[config.mk]
export PLATFORM = sky130hd
export DESIGN_NAME = imm_gen_pipe
export DESIGN_NICKNAME = d
export VERILOG_FILES = /design/src/rtl/imm_gen_pipe.sv
export SDC_FILE = /design/constraint.sdc
export NUM_CORES = 1
export LEC_CHECK = 0
export CAP_MARGIN = 20
export CORE_ASPECT_RATIO = 0.7
export CORE_MARGIN = 8
export CORE_UTILIZATION = 48
export DETAILED_ROUTE_END_ITERATION = 10
export PLACE_DENSITY = 0.79
export RECOVER_POWER = 25
export SLEW_MARGIN = 20
export SYNTH_ARGS = -nofsm -noshare
export SYNTH_HDL_FRONTEND = slang
export SYNTH_SLANG_ARGS = --single-unit
[constraint.sdc]
create_clock -name clk -period 1.4 [get_ports clk]
set_input_delay 0.28 -clock clk [delete_from_list [all_inputs] [get_ports clk]]
set_output_delay 0.28 -clock clk [all_outputs]
set_load 0.02 [all_outputs]
[src/rtl/imm_gen_pipe.sv]
// imm_gen_pipe: two-stage elastic RV32I/RV64I immediate generator.
// S1 latches instr + decoded format; S2 latches the sign-extended imm.
// Ports:
//   clk, rst              : clock, sync active-high reset
//   in_valid/in_ready     : upstream handshake, instr is the payload
//   out_valid/out_ready   : downstream handshake
//   imm_out/imm_fmt/illegal : registered S2 results
module imm_gen_pipe #(
  parameter int XLEN = 32,
  parameter bit RV64 = 1'b0
) (
  input  logic            clk,
  input  logic            rst,
  input  logic            in_valid,
  output logic            in_ready,
  input  logic [31:0]     instr,
  output logic            out_valid,
  input  logic            out_ready,
  output logic [XLEN-1:0] imm_out,
  output logic [2:0]      imm_fmt,
  output logic            illegal
);

  localparam logic [2:0] FMT_NONE = 3'd0;
  localparam logic [2:0] FMT_I    = 3'd1;
  localparam logic [2:0] FMT_S    = 3'd2;
  localparam logic [2:0] FMT_B    = 3'd3;
  localparam logic [2:0] FMT_U    = 3'd4;
  localparam logic [2:0] FMT_J    = 3'd5;

  logic            s1_valid_q, s1_valid_d;
  logic [31:7]     s1_ins_q, s1_ins_d;
  logic [2:0]      s1_fmt_q, s1_fmt_d;
  logic            s1_ill_q, s1_ill_d;

  logic            s2_valid_q, s2_valid_d;
  logic [XLEN-1:0] s2_imm_q, s2_imm_d;
  logic [2:0]      s2_fmt_q, s2_fmt_d;
  logic            s2_ill_q, s2_ill_d;

  logic            s2_can_load;
  logic            s1_fire;
  logic [6:0]      op;
  logic [2:0]      dec_fmt;
  logic            dec_ill;
  logic [31:0]     imm32;
  logic [XLEN-1:0] imm_asm;

  assign s2_can_load = !s2_valid_q || out_ready;
  assign in_ready    = !s1_valid_q || s2_can_load;
  assign s1_fire     = in_valid && in_ready;
  assign op          = instr[6:0];

  // All legal opcodes end in 2'b11, so a bad
  // low pair falls through to the default.
  always_comb begin
    dec_fmt = FMT_NONE;
    dec_ill = 1'b0;
    unique case (1'b1)
      (op == 7'b0010011) || (op == 7'b0000011) ||
      (op == 7'b1100111) || (op == 7'b0001111) ||
      (op == 7'b1110011) ||
      (RV64 && op == 7'b0011011):
        dec_fmt = FMT_I;
      (op == 7'b0100011):
        dec_fmt = FMT_S;
      (op == 7'b1100011):
        dec_fmt = FMT_B;
      (op == 7'b0110111) || (op == 7'b0010111):
        dec_fmt = FMT_U;
      (op == 7'b1101111):
        dec_fmt = FMT_J;
      (op == 7'b0110011) ||
      (RV64 && op == 7'b0111011):
        dec_fmt = FMT_NONE;
      default:
        dec_ill = 1'b1;
    endcase
  end

  always_comb begin
    imm32 = 32'h0;
    unique case (s1_fmt_q)
      FMT_I: imm32 = 32'($signed(s1_ins_q[31:20]));
      FMT_S: imm32 = 32'($signed(
               {s1_ins_q[31:25], s1_ins_q[11:7]}));
      FMT_B: imm32 = 32'($signed(
               {s1_ins_q[31], s1_ins_q[7],
                s1_ins_q[30:25], s1_ins_q[11:8],
                1'b0}));
      FMT_U: imm32 = {s1_ins_q[31:12], 12'h0};
      FMT_J: imm32 = 32'($signed(
               {s1_ins_q[31], s1_ins_q[19:12],
                s1_ins_q[20], s1_ins_q[30:21],
                1'b0}));
      default: imm32 = 32'h0;
    endcase
    imm_asm = XLEN'($signed(imm32));
  end

  always_comb begin
    s1_valid_d = s1_valid_q;
    s1_ins_d   = s1_ins_q;
    s1_fmt_d   = s1_fmt_q;
    s1_ill_d   = s1_ill_q;
    if (in_ready) s1_valid_d = in_valid;
    if (s1_fire) begin
      s1_ins_d = instr[31:7];
      s1_fmt_d = dec_fmt;
      s1_ill_d = dec_ill;
    end
  end

  always_comb begin
    s2_valid_d = s2_valid_q;
    s2_imm_d   = s2_imm_q;
    s2_fmt_d   = s2_fmt_q;
    s2_ill_d   = s2_ill_q;
    if (s2_can_load) s2_valid_d = s1_valid_q;
    if (s2_can_load && s1_valid_q) begin
      s2_imm_d = imm_asm;
      s2_fmt_d = s1_fmt_q;
      s2_ill_d = s1_ill_q;
    end
  end

  always_ff @(posedge clk) begin
    if (rst) begin
      s1_valid_q <= 1'b0;
      s1_ins_q   <= '0;
      s1_fmt_q   <= FMT_NONE;
      s1_ill_q   <= 1'b0;
      s2_valid_q <= 1'b0;
      s2_imm_q   <= '0;
      s2_fmt_q   <= FMT_NONE;
      s2_ill_q   <= 1'b0;
    end else begin
      s1_valid_q <= s1_valid_d;
      s1_ins_q   <= s1_ins_d;
      s1_fmt_q   <= s1_fmt_d;
      s1_ill_q   <= s1_ill_d;
      s2_valid_q <= s2_valid_d;
      s2_imm_q   <= s2_imm_d;
      s2_fmt_q   <= s2_fmt_d;
      s2_ill_q   <= s2_ill_d;
    end
  end

  assign out_valid = s2_valid_q;
  assign imm_out   = s2_imm_q;
  assign imm_fmt   = s2_fmt_q;
  assign illegal   = s2_ill_q;

endmodule
Yosys cells after proc, flatten, opt, wreduce, memory -nomap -nowiden
Cells that the tools add are included.
{"block": "classes", "reduce_logical": 12, "muxes": 3, "eq_ne": 16}
{"operator": "$pmux 32 s5", "count": 1}
{"operator": "$eq 7x7->1 const B", "count": 4}
{"operator": "$eq 7x6->1 const B", "count": 3}
{"operator": "$pmux 3 s5", "count": 1}
{"operator": "$eq 7x5->1 const B", "count": 2}
{"operator": "$eq 7x2->1 const B", "count": 1}
{"operator": "$eq 7x4->1 const B", "count": 1}
{"operator": "$logic_or 1x1->1", "count": 7}
{"operator": "$eq 3x2->1 const B", "count": 2}
{"operator": "$eq 3x3->1 const B", "count": 2}
{"operator": "$reduce_or 6->1", "count": 1}
{"operator": "$eq 3x1->1 const B", "count": 1}
{"operator": "$logic_and 1x1->1", "count": 2}
{"operator": "$logic_not 1->1", "count": 2}
{"operator": "$mux 1", "count": 1}
{"block": "word_totals", "input_bits": 36, "elab_cells": 39, "ff_bits": 67, "out_inout_bits": 38}

Logic depth before layout (Yosys ltp)
Gate-level depths: netlist of the first run.
{"block": "depth", "word_depth": 7, "mapped_depth": 6, "ltp_nobuf": 4}

Worst setup path after synthesis of the first run
Ideal clock, no wire load.
{"block": "synth_path", "kind": "reg-to-reg", "start": "reg s2_valid_q, in the netlist out_valid", "end": "reg s2_imm_q[10], in the netlist imm_out[10]", "setup_time_ps": 128, "n_path_buf": 2, "arrival_time_ps": 1264, "path_slack_ps": 9, "period_less_slack_ps": 1391, "t_required_ps": 1272, "stages_incl_launch_ff": 7, "path_cell_list": "dfxtp_1 and2b_4 nand2b_1 buf_4 buf_4 a22oi_1 nor2_1"}
{"block": "synth_via", "elab_chain_cells": 3}
{"item": "start, declared", "line": "36", "source": "logic s2_valid_q, s2_valid_d;"}
{"item": "start signal, assigned", "line": "142", "source": "s2_valid_q <= s2_valid_d;"}
{"item": "$logic_not 1->1", "line": "49", "source": "assign s2_can_load = !s2_valid_q || out_ready;"}
{"item": "$logic_or 1x1->1", "line": "49"}
{"item": "$logic_and 1x1->1", "line": "120", "source": "if (s2_can_load && s1_valid_q) begin"}
{"item": "end signal, assigned", "line": "143", "source": "s2_imm_q <= s2_imm_d;"}
{"item": "end, declared", "line": "37", "source": "logic [XLEN-1:0] s2_imm_q, s2_imm_d;"}
No other way between the ends.
A chain may end at the register's enable or synchronous reset.

Worst setup path after layout of the first run
{"block": "layout_path", "start": "reg s2_valid_q, in the netlist out_valid", "end": "reg s1_ins_q[15] in the netlist's numbering"}
{"block": "layout_via", "elab_chain_cells": 4}
{"item": "$logic_not 1->1", "line": "49"}
{"item": "$logic_or 1x1->1", "line": "49"}
{"item": "$logic_or 1x1->1", "line": "50", "source": "assign in_ready = !s1_valid_q || s2_can_load;"}
{"item": "$logic_and 1x1->1", "line": "51", "source": "assign s1_fire = in_valid && in_ready;"}
{"item": "end signal, assigned", "line": "139", "source": "s1_ins_q <= s1_ins_d;"}
{"item": "end, declared", "line": "32", "source": "logic [31:7] s1_ins_q, s1_ins_d;"}
No other way between the ends.

==> results of run 1 <==
-- worst max path at each step --
stage,slack (ps),endpoint,from
after floorplan,9,imm_out[10],out_valid
after global placement,-380,imm_out[4],out_ready
after detailed placement,-450,imm_out[4],out_ready
after CTS,2,s1_ill_q,instr[4]
after global routing,-60,s1_ins_q[10],out_valid
final,10,s1_ins_q[15],out_valid
-- routing by layer --
layer	vias to the layer above	wire length [um]	share of wire [%]
met1	1273	3540	46
met3	7	575	7.5
met2	83	3550	46
li1	1328	-	-
met5	-	0	0
met4	0	48	0.62
-- cell type report --
| cell class | instances | area (um^2) | area share [%] |
|---|---|---|---|
| clock inverters | 5 | 77.6 | 1.88 |
| clock buffers | 11 | 131 | 3.18 |
| flip-flops and latches | 67 | 1340 | 32.6 |
| well taps | 75 | 93.8 | 2.27 |
| repair buffers | 105 | 1050 | 25.3 |
| inverters | 4 | 15.0 | 0.364 |
| multi-input cells | 239 | 1420 | 34.4 |
-- through the flow --
| stage | util (%) | cells | instance area, um^2 | TNS, ps | hold slack (ps) |
|---|---|---|---|---|---|
| after floorplan | - | 333 | 2800 | 0 | 416 |
| after detailed placement | 67.1 | 486 | 3800 | -24250 | 447 |
| final | 72.8 | 506 | 4130 | 0 | 249 |
| after global placement | 67.1 | 486 | 3800 | -21940 | 443 |
| after global routing | 72.8 | 506 | 4130 | -769 | 245 |
| after CTS | 71.3 | 506 | 4040 | 0 | 225 |
-- cells in the mapped netlist (2+ instances only) --
cell type	count
nor2_2	2
buf_2	9
inv_1	2
a32oi_1	2
nor3_1	13
o21a_1	11
a211oi_2	8
nor2_1	36
dfxtp_1	67
nor2b_1	3
inv_2	2
a22oi_1	6
and2_1	2
a211oi_1	2
clkbuf_1	7
a21oi_1	47
mux2i_1	3
nand2_1	76
a221oi_1	3
buf_4	5
nand2b_1	4
-- registers in the layout, indices dropped and copies added (netlist names) --
register	cells
s1_ins_q	25
imm_out	32
out_valid	1
s1_ill_q	1
s1_valid_q	1
illegal	1
s1_fmt_q	3
imm_fmt	3
-- what timing repair did --
action,CTS,global route
pin swaps,3,13
gates resized for setup,49,26
buffers inserted,3,0
endpoints found under the setup margin,77,50
gates cloned,1,0
-- power by group --
group | switching (uW) | leakage (uW) | internal (uW)
Clock | 710 | 0.000103 | 998
Combinational | 348 | 0.00109 | 336
Sequential | 64.7 | 0.000550 | 2000
-- cell families (layout without fill, tap and decap cells) --
| group | Yosys count | after routing |
|---|---|---|
| buffers and inverters | 27 | 125 |
| AOI/OAI and AO/OA | 87 | 87 |
| and+or+nand+nor | 148 | 148 |
| xor gates and xnor gates | 1 | 1 |
| muxes | 3 | 3 |
| DFF | 67 | 67 |
==> impl_results.md, run 1 <==
- Top_reg_cell synth: dfxtp_1
- Endpoints failing hold: 0
- Vias: between 2,000 and 3,000
- First-pass GRT wire length: between 10,000 and 15,000 um
- DRT Pass-1 Iters: 4
- Min-Delay Path Class: input port to flop
- Mean Syn Cell Area: around 8.4 um^2
- EDFF count, synth: 0
- Final nets: around 460
- Gr ovfl total: 0
- CP Buf/Inv Count: 2
- Layer carrying the most global-route usage: met2
- F_max: ~720 MHz
- Routing usage on met1: between 20% and 30%
- Final setup vio count: 0
- RR Endpoint: s1_ins_q[15]
- R2r setup slk: ~10 ps
- Hold Path Sink: s1_fmt_q[0]
- TritonCTS buffer count: 9
- Root Buffer: clkbuf_8
- Worst relative slew slack: 78.5%
- Vias per cell: ~5.3
- Max_cap viols: 0
- Post-Synthesis Cell Area: between 0.002 and 0.003 mm^2
- DR iter-0 viols: about 180
- Overall Power: 4460 uW
- Vias in the first global route: around 2,600
- Status: completed
- Min cycle time layout: between 1000 and 1500 ps
- Synth area leaders: dfxtp_1, nand2_1, a21oi_1
- Crit path max-delay family: buffers and inverters
- Worst setup margin: about 10 ps
- Top-area cell type share of the netlist area: between 40 and 50%
- CTS tree: done
- Wirelength per Cell: 15.2 um
- RSZ-0062 raised after global routing: yes
- Layout cells sized above 1: about a fifth
- Sequential element share of the synthesized area: a little under half
- Core Rows: 23
- Multiplexer share of the synthesized area: between 1 and 1.5%
- Final HPWL DP: between 5000 and 6000 um
- GR Layer Usage met2: between 20% and 30%
- H-tree Lvls: 3
- Number of port buffers: 73
- Hold path depth: 2
- Crit start category: flop
- Post-synth cell types: 44
- Largest net degree at the start of global routing: 34
- Core region area: around 0.0057 mm^2
- Max stage delay on crit path: about 340 ps
- DRC Markers: 0
- Starting density of the core: about half
- YS warnings: 0
- Highest net fanout along the worst path: 7
- Peak VDD IR: approximately 520 uV
- Final worst path period share: 99.3%
- Clk slew on worst S/H paths: 70 ps
- Syn Inst Count: roughly 330
- Latest clock arrival within the worst-skew pair: approximately 340 ps
- Die height: roughly 80 um
- Hold_sp: rst
- Post-synthesis xor/xnor area fraction: less than 1%
- Compound-gate portion of the synthesized area: between 20 and 25%
- Synth Area in Adders: 0%
- Commonest non-fill, non-tap cell in the layout: nand2_1
- Slew @ Worst Pin: 322 ps
- GRT met3 Usage: under 10%
- CP max stage cell: dfxtp_2
- Final wirelength: around 7700 um
- Width of the die: 107 um
- Pre-CTS WS: -452 ps
- Fill count: 432
- ANT cells: 0
- Die ar.: between 0.008 and 0.009 mm^2
- Clock Path Buffers: 2
- Worst clock skew: 8.63 ps
- Post-synth ARST share: 0%
- WP depth: 6
- ANT nets after route: 0
- Power Density: approximately 1100 mW/mm^2
- Critical path arrival: ~1700 ps
- Worst Path Required: 1660 ps
- Post-synth top area cell: dfxtp_1
- Synth Area in Simple Gates: a little under a quarter
- Most frequent cells in the layout: nand2_1, dfxtp_1, a21oi_1, dlygate4sd2_1, nor2_1
- Crit Reg-Reg Startpoint: out_valid
- Clock sinks: 67
- Critical-path cell list: and2b_4 > buf_12 > a21oi_4 > bufbuf_16 > nand2_1 > a21oi_1
- Worst Reg-to-Reg Cells: 6
- CP Capture Type: flop
- Largest family of logic cells by synthesized area: simple AND/OR/NAND/NOR gates
- Leakage power: approximately 0.0017 uW
- Synthesized flop and latch total: 67
- Total GRT Usage: 18.3%
- Initial antenna violation count: 0
- # IOs: 74
- Routability Congestion: around 0.8
- CTS Hold Bufs: 0
- Synth-to-layout area growth: 47.5%
- Max-slew violations: 0
- Setup Crit Path Kind: flop to flop
- Net Count, Synth: 369
Note: power is estimated with default switching activity, not from simulation.
==> run 2, diff against run 1 <==
==> constraint.sdc (replaced) <==
create_clock -name clk -period 1.4 [get_ports clk]
set_input_delay 0.14 -clock clk [delete_from_list [all_inputs] [get_ports clk]]
set_output_delay 0.14 -clock clk [all_outputs]
set_load 0.02 [all_outputs]
==> impl_results.md, run 2 (synthesis gave the netlist of run 1 again) <==
- Status: completed
- Crit start category: flop
- Clk slew on worst S/H paths: 70 ps (about the same)
- Max stage delay on crit path: 470 ps (+130 ps)
- Clock sinks: 67 (unchanged)
- Vias in the first global route: 2,687 (+2.0%)
- Total GRT Usage: 19.1% (+0.77 points)
- Most frequent cells in the layout: nand2_1, dfxtp_1, a21oi_1
- Metal-1 WL: 3370 um (-4.7%)
- Root Buffer: clkbuf_8
- DRT Pass-1 Iters: 4 (unchanged)
- DR top layer: met4
- Final setup vio count: 0 (unchanged)
- Worst clock skew: 7.49 ps (-1.15 ps)
- Starting density of the core: 49.3% (unchanged)
- Met2 wire len: 3790 um (+6.8%)
- Max FFs per register: 32 (unchanged)
- Final wirelength: 7950 um (+3.2%)
- ANT cells: 0 (unchanged)
- Power Density: 1200 mW/mm^2 (+11%)
- TritonCTS buffer count: 9 (unchanged)
- Die height: 79.9 um (unchanged)
- First-pass GRT wire length: 12,900 um (+2.0%)
- Pre-CTS WS: -257 ps (+194 ps)
- Number of port buffers: 73 (unchanged)
- Wirelength per Cell: 15.8 um (+4.0%)
- Hold_sp: rst
- Setup Crit Path Kind: flop to flop
- RSZ-0062 raised after global routing: no
- Critical path arrival: 1600 ps (-50 ps)
- Crit Reg-Reg Startpoint: s1_fmt_q[0]
- Final nets: 458 (-0.87%)
- Peak VDD IR: 703 uV (+35%)
- CP Capture Type: flop
- DR iter-0 viols: 118 (-34%)
- Core Rows: 23 (unchanged)
- Worst setup margin: 63.9 ps (+53.8 ps)
- Worst Path Required: 1670 ps (about the same)
- DRC Markers: 0 (unchanged)
- Gr ovfl total: 0 (unchanged)
- CTS tree: done
- Final worst path period share: 95.4% (-3.8 points)
- Layout cells sized above 1: 16.9% (-4.5 points)
- Worst relative slew slack: 80.0% (+1.5 points)
- CP max stage cell: dfxtp_1
- Clock Path Buffers: 2 (unchanged)
- # IOs: 74 (unchanged)
- Die ar.: 0.00857 mm^2 (unchanged)
- Vias per cell: 5.40 (+1.6%)
- Min-Delay Path Class: input port to flop
- Largest net degree at the start of global routing: 33 (-2.9%)
- Met3 WL: 653 um (+14%)
- Leakage power: 0.00167 uW (-3.7%)
- Routability Congestion: 0.851 (+6.3%)
- Latest clock arrival within the worst-skew pair: 350 ps (about the same)
- Synth-to-layout area growth: 44.2%
- Width of the die: 107 um (unchanged)
- Highest net fanout along the worst path: 8 (+1)
- H-tree Lvls: 3 (unchanged)
- Setup TNS: 0 ps (unchanged)
- F_max: 748 MHz (+4.0%)
- Critical Path Start: s1_fmt_q[0]
- Vias: 2,712 (+0.78%)
- Max_cap viols: 0 (unchanged)
- Core region area: 0.00567 mm^2 (unchanged)
- Max-slew violations: 0 (unchanged)
- ANT nets after route: 0 (unchanged)
- Slew @ Worst Pin: 301 ps (-20.9 ps)
- R2r setup slk: 60 ps (+50 ps)
- Commonest non-fill, non-tap cell in the layout: nand2_1
- Endpoints failing hold: 0 (unchanged)
- Initial antenna violation count: 0 (unchanged)
- Min cycle time layout: 1340 ps (-53.8 ps)
- Final HPWL DP: 5550 um (+2.3%)
- Critical-path cell list: nor2_2 > nor3b_2 > nor2_4 > buf_12 > a211oi_2
-- run 2: cell count changes in the layout (fill, tap and decap cells not counted), moves of 2 or more --
cell | before | now
a21oi_2 | 8 | 0
nand2_1 | 72 | 76
a21oi_1 | 39 | 47
buf_4 | 22 | 20
nand2_4 | 3 | 0
dlymetal6s2s_1 | 2 | 0
clkdlybuf4s50_1 | 29 | 34
clkinv_2 | 2 | 0
bufinv_16 | 2 | 4
-- run 2: worst max-delay path: cells and delay by family (launching register included) --
kind / cells / cell delay, ps
compound gates: 1 / 170
buf+inv: 1 / 150
flops: 1 / 470
simple gates: 3 / 470
-- run 2: path summary, 6_finish.rpt --
| path | cells past startpoint | endpoint |
|---|---|---|
| worst min register to register | 2 | s1_ins_q[17] |
| worst max register to register | 5 | imm_out[13] |
| worst max-delay path | 5 | imm_out[13] |
| worst min-delay path | 2 | s1_ill_q |
-- run 2: cell type report --
class,instances,area [um^2]
fill,461,1630
sequential,67,1350
multi-input combinational,239,1340
timing repair buffer,101,980
clock inverter,6,136
clock buffer,10,128
tap,75,93.8
inverter,4,15.0
-- run 2: where the power goes --
group	switching [uW]	internal (uW)	leakage [uW]	total [uW]
logic	328	313	0.000997	642
clock network	744	1370	0.000127	2110
registers	67.9	2000	0.000550	2070
-- run 2: metrics by stage --
| step | util, % | cells | power, uW | hold slack (ps) | instance area [um^2] |
|---|---|---|---|---|---|
| 2_1_floorplan | - | 333 | 2430 | 276 | 2800 |
| 3_3_place_gp | 66.4 | 484 | 2750 | 444 | 3760 |
| 3_5_place_dp | 66.4 | 484 | 2770 | 450 | 3760 |
| 4_1_cts | 70.5 | 501 | 4840 | 94.3 | 4000 |
| 5_1_grt | 71.2 | 502 | 5020 | 104 | 4040 |
| 6_report | 71.2 | 502 | 4820 | 112 | 4040 |
-- run 2: repair_timing --
action                     CTS  global route
resized for setup           41             7
buffers inserted             1             1
hold buffers                 0             0
setup endpoints to repair   39            24
pin swaps                    1             1
-- run 2: routing by layer --
layer,vias to the layer above,track usage [%]
met3,16,8.87
li1,1321,-
met4,0,6.71
met1,1286,22.9
met5,-,0
met2,89,29.5
==> run 3, diff against run 2 <==
Settings changed: ABC_AREA from default to 1, ABC_CLOCK_PERIOD_IN_PS from default to 1400, CORE_UTILIZATION 48 to 55, DONT_BUFFER_PORTS from default to 1, PLACE_DENSITY 0.79 to 0.7.
==> impl_results.md, run 3 <==
- Status: completed
- Synth area leaders: dfxtp_1, nand2_1, o21ai_0
- Power Density: 1230 mW/mm^2 (+3.1%)
- Post-synth top area cell: dfxtp_1
- Syn Inst Count: 375 (+13%)
- Crit start category: flop
- Largest net degree at the start of global routing: 35 (+6.1%)
- RSZ-0062 raised after global routing: no
- First-pass GRT wire length: 11,700 um (-9.0%)
- Crit path max-delay family: flip-flops
- Worst relative slew slack: 75.7% (-4.3 points)
- F_max: 760 MHz (+1.6%)
- Max FFs per register: 32 (unchanged)
- Starting density of the core: 55.6% (+6.2 points)
- Critical-path cell list: inv_4 > nand2_2 > o21ai_4 > buf_4 > o211ai_1 > a21oi_1
- Top cells by count, synth: nand2_1, dfxtp_1, nor2_1, o21ai_0, a21oi_1
- Core Rows: 22 (-4.3%)
- Vias: 2,504 (-7.7%)
- Final hold slack: 8.51 ps (-104 ps)
- ANT cells: 0 (unchanged)
- Max_cap viols: 0 (unchanged)
- TritonCTS buffer count: 9 (unchanged)
- Post-CTS setup buffers: 0 (-1)
- Final wirelength: 7390 um (-7.1%)
- Synth-to-layout area growth: 17.9%
- Slew @ Worst Pin: 362 ps (+60.9 ps)
- Clk slew on worst S/H paths: 70 ps (about the same)
- Most common cell in the netlist: nand2_1
- Switching Share: 26.1% (+2.5 points)
- Post-Synthesis Cell Area: 0.00283 mm^2 (+1.1%)
- Peak VDD IR: 684 uV (-2.8%)
- Core region area: 0.00509 mm^2 (-10%)
- Top-area cell type share of the netlist area: 47.4% (-0.53 points)
- # IOs: 74 (unchanged)
- Combinational power share: 10.8% (-2.5 points)
- Root Buffer: clkbuf_8
- Clock Path Buffers: 2 (unchanged)
- Clock share of power: 37.8% (-6.0 points)
- Number of port buffers: 0 (-100%)
- Min cycle time layout: 1320 ps (-20.8 ps)
- Vias in the first global route: 2,304 (-14%)
- Int Pwr: 3040 uW (-18%)
- Commonest non-fill, non-tap cell in the layout: nand2_1
- H-tree Lvls: 3 (unchanged)
- Min-Delay Path Class: input port to flop
- Top_reg_cell synth: dfxtp_1
- Post-synth ARST share: 0% (unchanged)
- ANT nets after route: 0 (unchanged)
- DRC Markers: 0 (unchanged)
- Final worst path period share: 94.0% (-1.5 points)
- Die ar.: 0.00773 mm^2 (-9.8%)
- Final HPWL DP: 5120 um (-7.8%)
- Final setup vio count: 0 (unchanged)
- Gr ovfl total: 0 (unchanged)
- YS warnings: 0 (unchanged)
- Routability Congestion: 0.948 (+11%)
- DR iter-0 viols: 190 (+61%)
- Inst Count DP: 439 (-9.3%)
- CTS tree: done
- CP Buf/Inv Count: 2 (+1)
- Sequential element share of the synthesized area: 47.4% (-0.53 points)
- Post-Layout Cell Count: 475 (-5.4%)
- Final nets: 434 (-5.2%)
- Dpl cell area: 0.00293 mm^2 (-22%)
- Mean Syn Cell Area: 7.54 um^2 (-10%)
- Endpoints failing hold: 0 (unchanged)
- Setup TNS: 0 ps (unchanged)
- CP Capture Type: flop
- Width of the die: 102 um (-5.2%)
- Highest net fanout along the worst path: 7 (-1)
- EDFF count, synth: 0 (unchanged)
- Total GRT Usage: 19.4% (+0.31 points)
- Max-slew violations: 0 (unchanged)
- Net switching power: 1070 uW (-5.8%)
- Net Count, Synth: 411 (+11%)
- Final core utilization: 65.5% (-5.7 points)
- Layout cells sized above 1: 14.9% (-2.0 points)
- CP max stage cell: dfxtp_1
- Most frequent cells in the layout: nand2_1, dfxtp_1, o21ai_0, nor2_1, a21oi_1
- Post-synth cell types: 26 (-41%)
- Setup Crit Path Kind: flop to flop
- Latest clock arrival within the worst-skew pair: 350 ps (about the same)
- Synthesized flop and latch total: 67 (unchanged)
- Worst clock skew: 7.44 ps (-0.0514 ps)
- Worst Path Required: 1630 ps (-40 ps)
- Leakage power: 0.00134 uW (-20%)
- Max stage delay on crit path: 480 ps (about the same)
- Wirelength per Cell: 15.5 um (-1.8%)
- Vias per cell: 5.27 (-2.4%)
- Clock sinks: 67 (unchanged)
- Die height: 76.0 um (-4.8%)
- Initial antenna violation count: 0 (unchanged)
- Critical path arrival: 1540 ps (-60 ps)
- Reg power frac: 51.4% (+8.5 points)
- Final Instance Area: 0.00333 mm^2 (-17%)
- DRT Pass-1 Iters: 5 (+1)
[run 3: cell count changes after synthesis, moves of 4 or more]
cell      before  now
nand2b_1       4    0
nor2_1        36   44
nor3_1        13    2
a21oi_1       47   41
o21a_1        11    0
a22oi_1        6    0
o21ai_0        0   44
inv_1          2   25
a211oi_2       8    0
nand3_1        1   19
o21ai_2        0    9
buf_4          5    0
a21oi_2        0   10
[run 3: metrics by stage]
step           power (uW)  setup slack (ps)
2_1_floorplan        2430               119
3_3_place_gp         2520               179
3_5_place_dp         2530               116
4_1_cts              4130              93.7
5_1_grt              4280              6.51
6_report             4110              84.7
[run 3: layer usage]
metal	GRT usage [%]	wire length, um	up-vias
met1	26.2	3430	1110
met4	7.11	94	0
met5	0	0	-
li1	-	-	1285
met2	26.7	3120	102
met3	7.85	742	7
[run 3: logic make-up (layout without fill, tap and decap cells)]
| family | count (synthesis) | in the layout | share of synthesized area (%) |
|---|---|---|---|
| flops | 67 | 67 | 47.4 |
| compound gates | 110 | 110 | 22.7 |
| buf+inv | 50 | 78 | 7.96 |
| simple gates | 148 | 148 | 21.9 |
[run 3: timing repair]
action,4_1_cts,5_1_grt
endpoints found under the hold margin,48,0
resized for setup,0,1
hold buffers,20,0
endpoints found under the setup margin,0,1
[run 3: worst paths after layout]
path	start	end	slack, ps	cells past startpoint
max	s1_fmt_q[1]	imm_out[31]	80	6
min reg2reg	s1_ins_q[26]	s1_ins_q[26]	480	2
max reg2reg	s1_fmt_q[1]	imm_out[31]	80	6
min	instr[27]	s1_ins_q[27]	9	2
[run 3: power by group through the flow]
stage                     combinational (uW)  sequential, uW  clock (uW)
final                                    444            2110        1550
after global routing                     494            2120        1660
after CTS                                436            2110        1580
after detailed placement                 370            2160           0
after global placement                   365            2150           0
after floorplan                          299            2130           0
[run 3: cell type report]
cell class                 count  area, um^2
sequential                    67        1340
clock buffer                  11         141
fill                         453        1760
multi-input combinational    258        1270
inverter                      27         105
tap                           72        90.1
timing repair buffer          35         335
clock inverter                 5        52.6
[run 3: worst register-to-register path: stages, from the launching register on]
cell and delay (ps):
dfxtp_1 480, inv_4 100, nand2_2 130, o21ai_4 80, buf_4 170, o211ai_1 150, a21oi_1 90
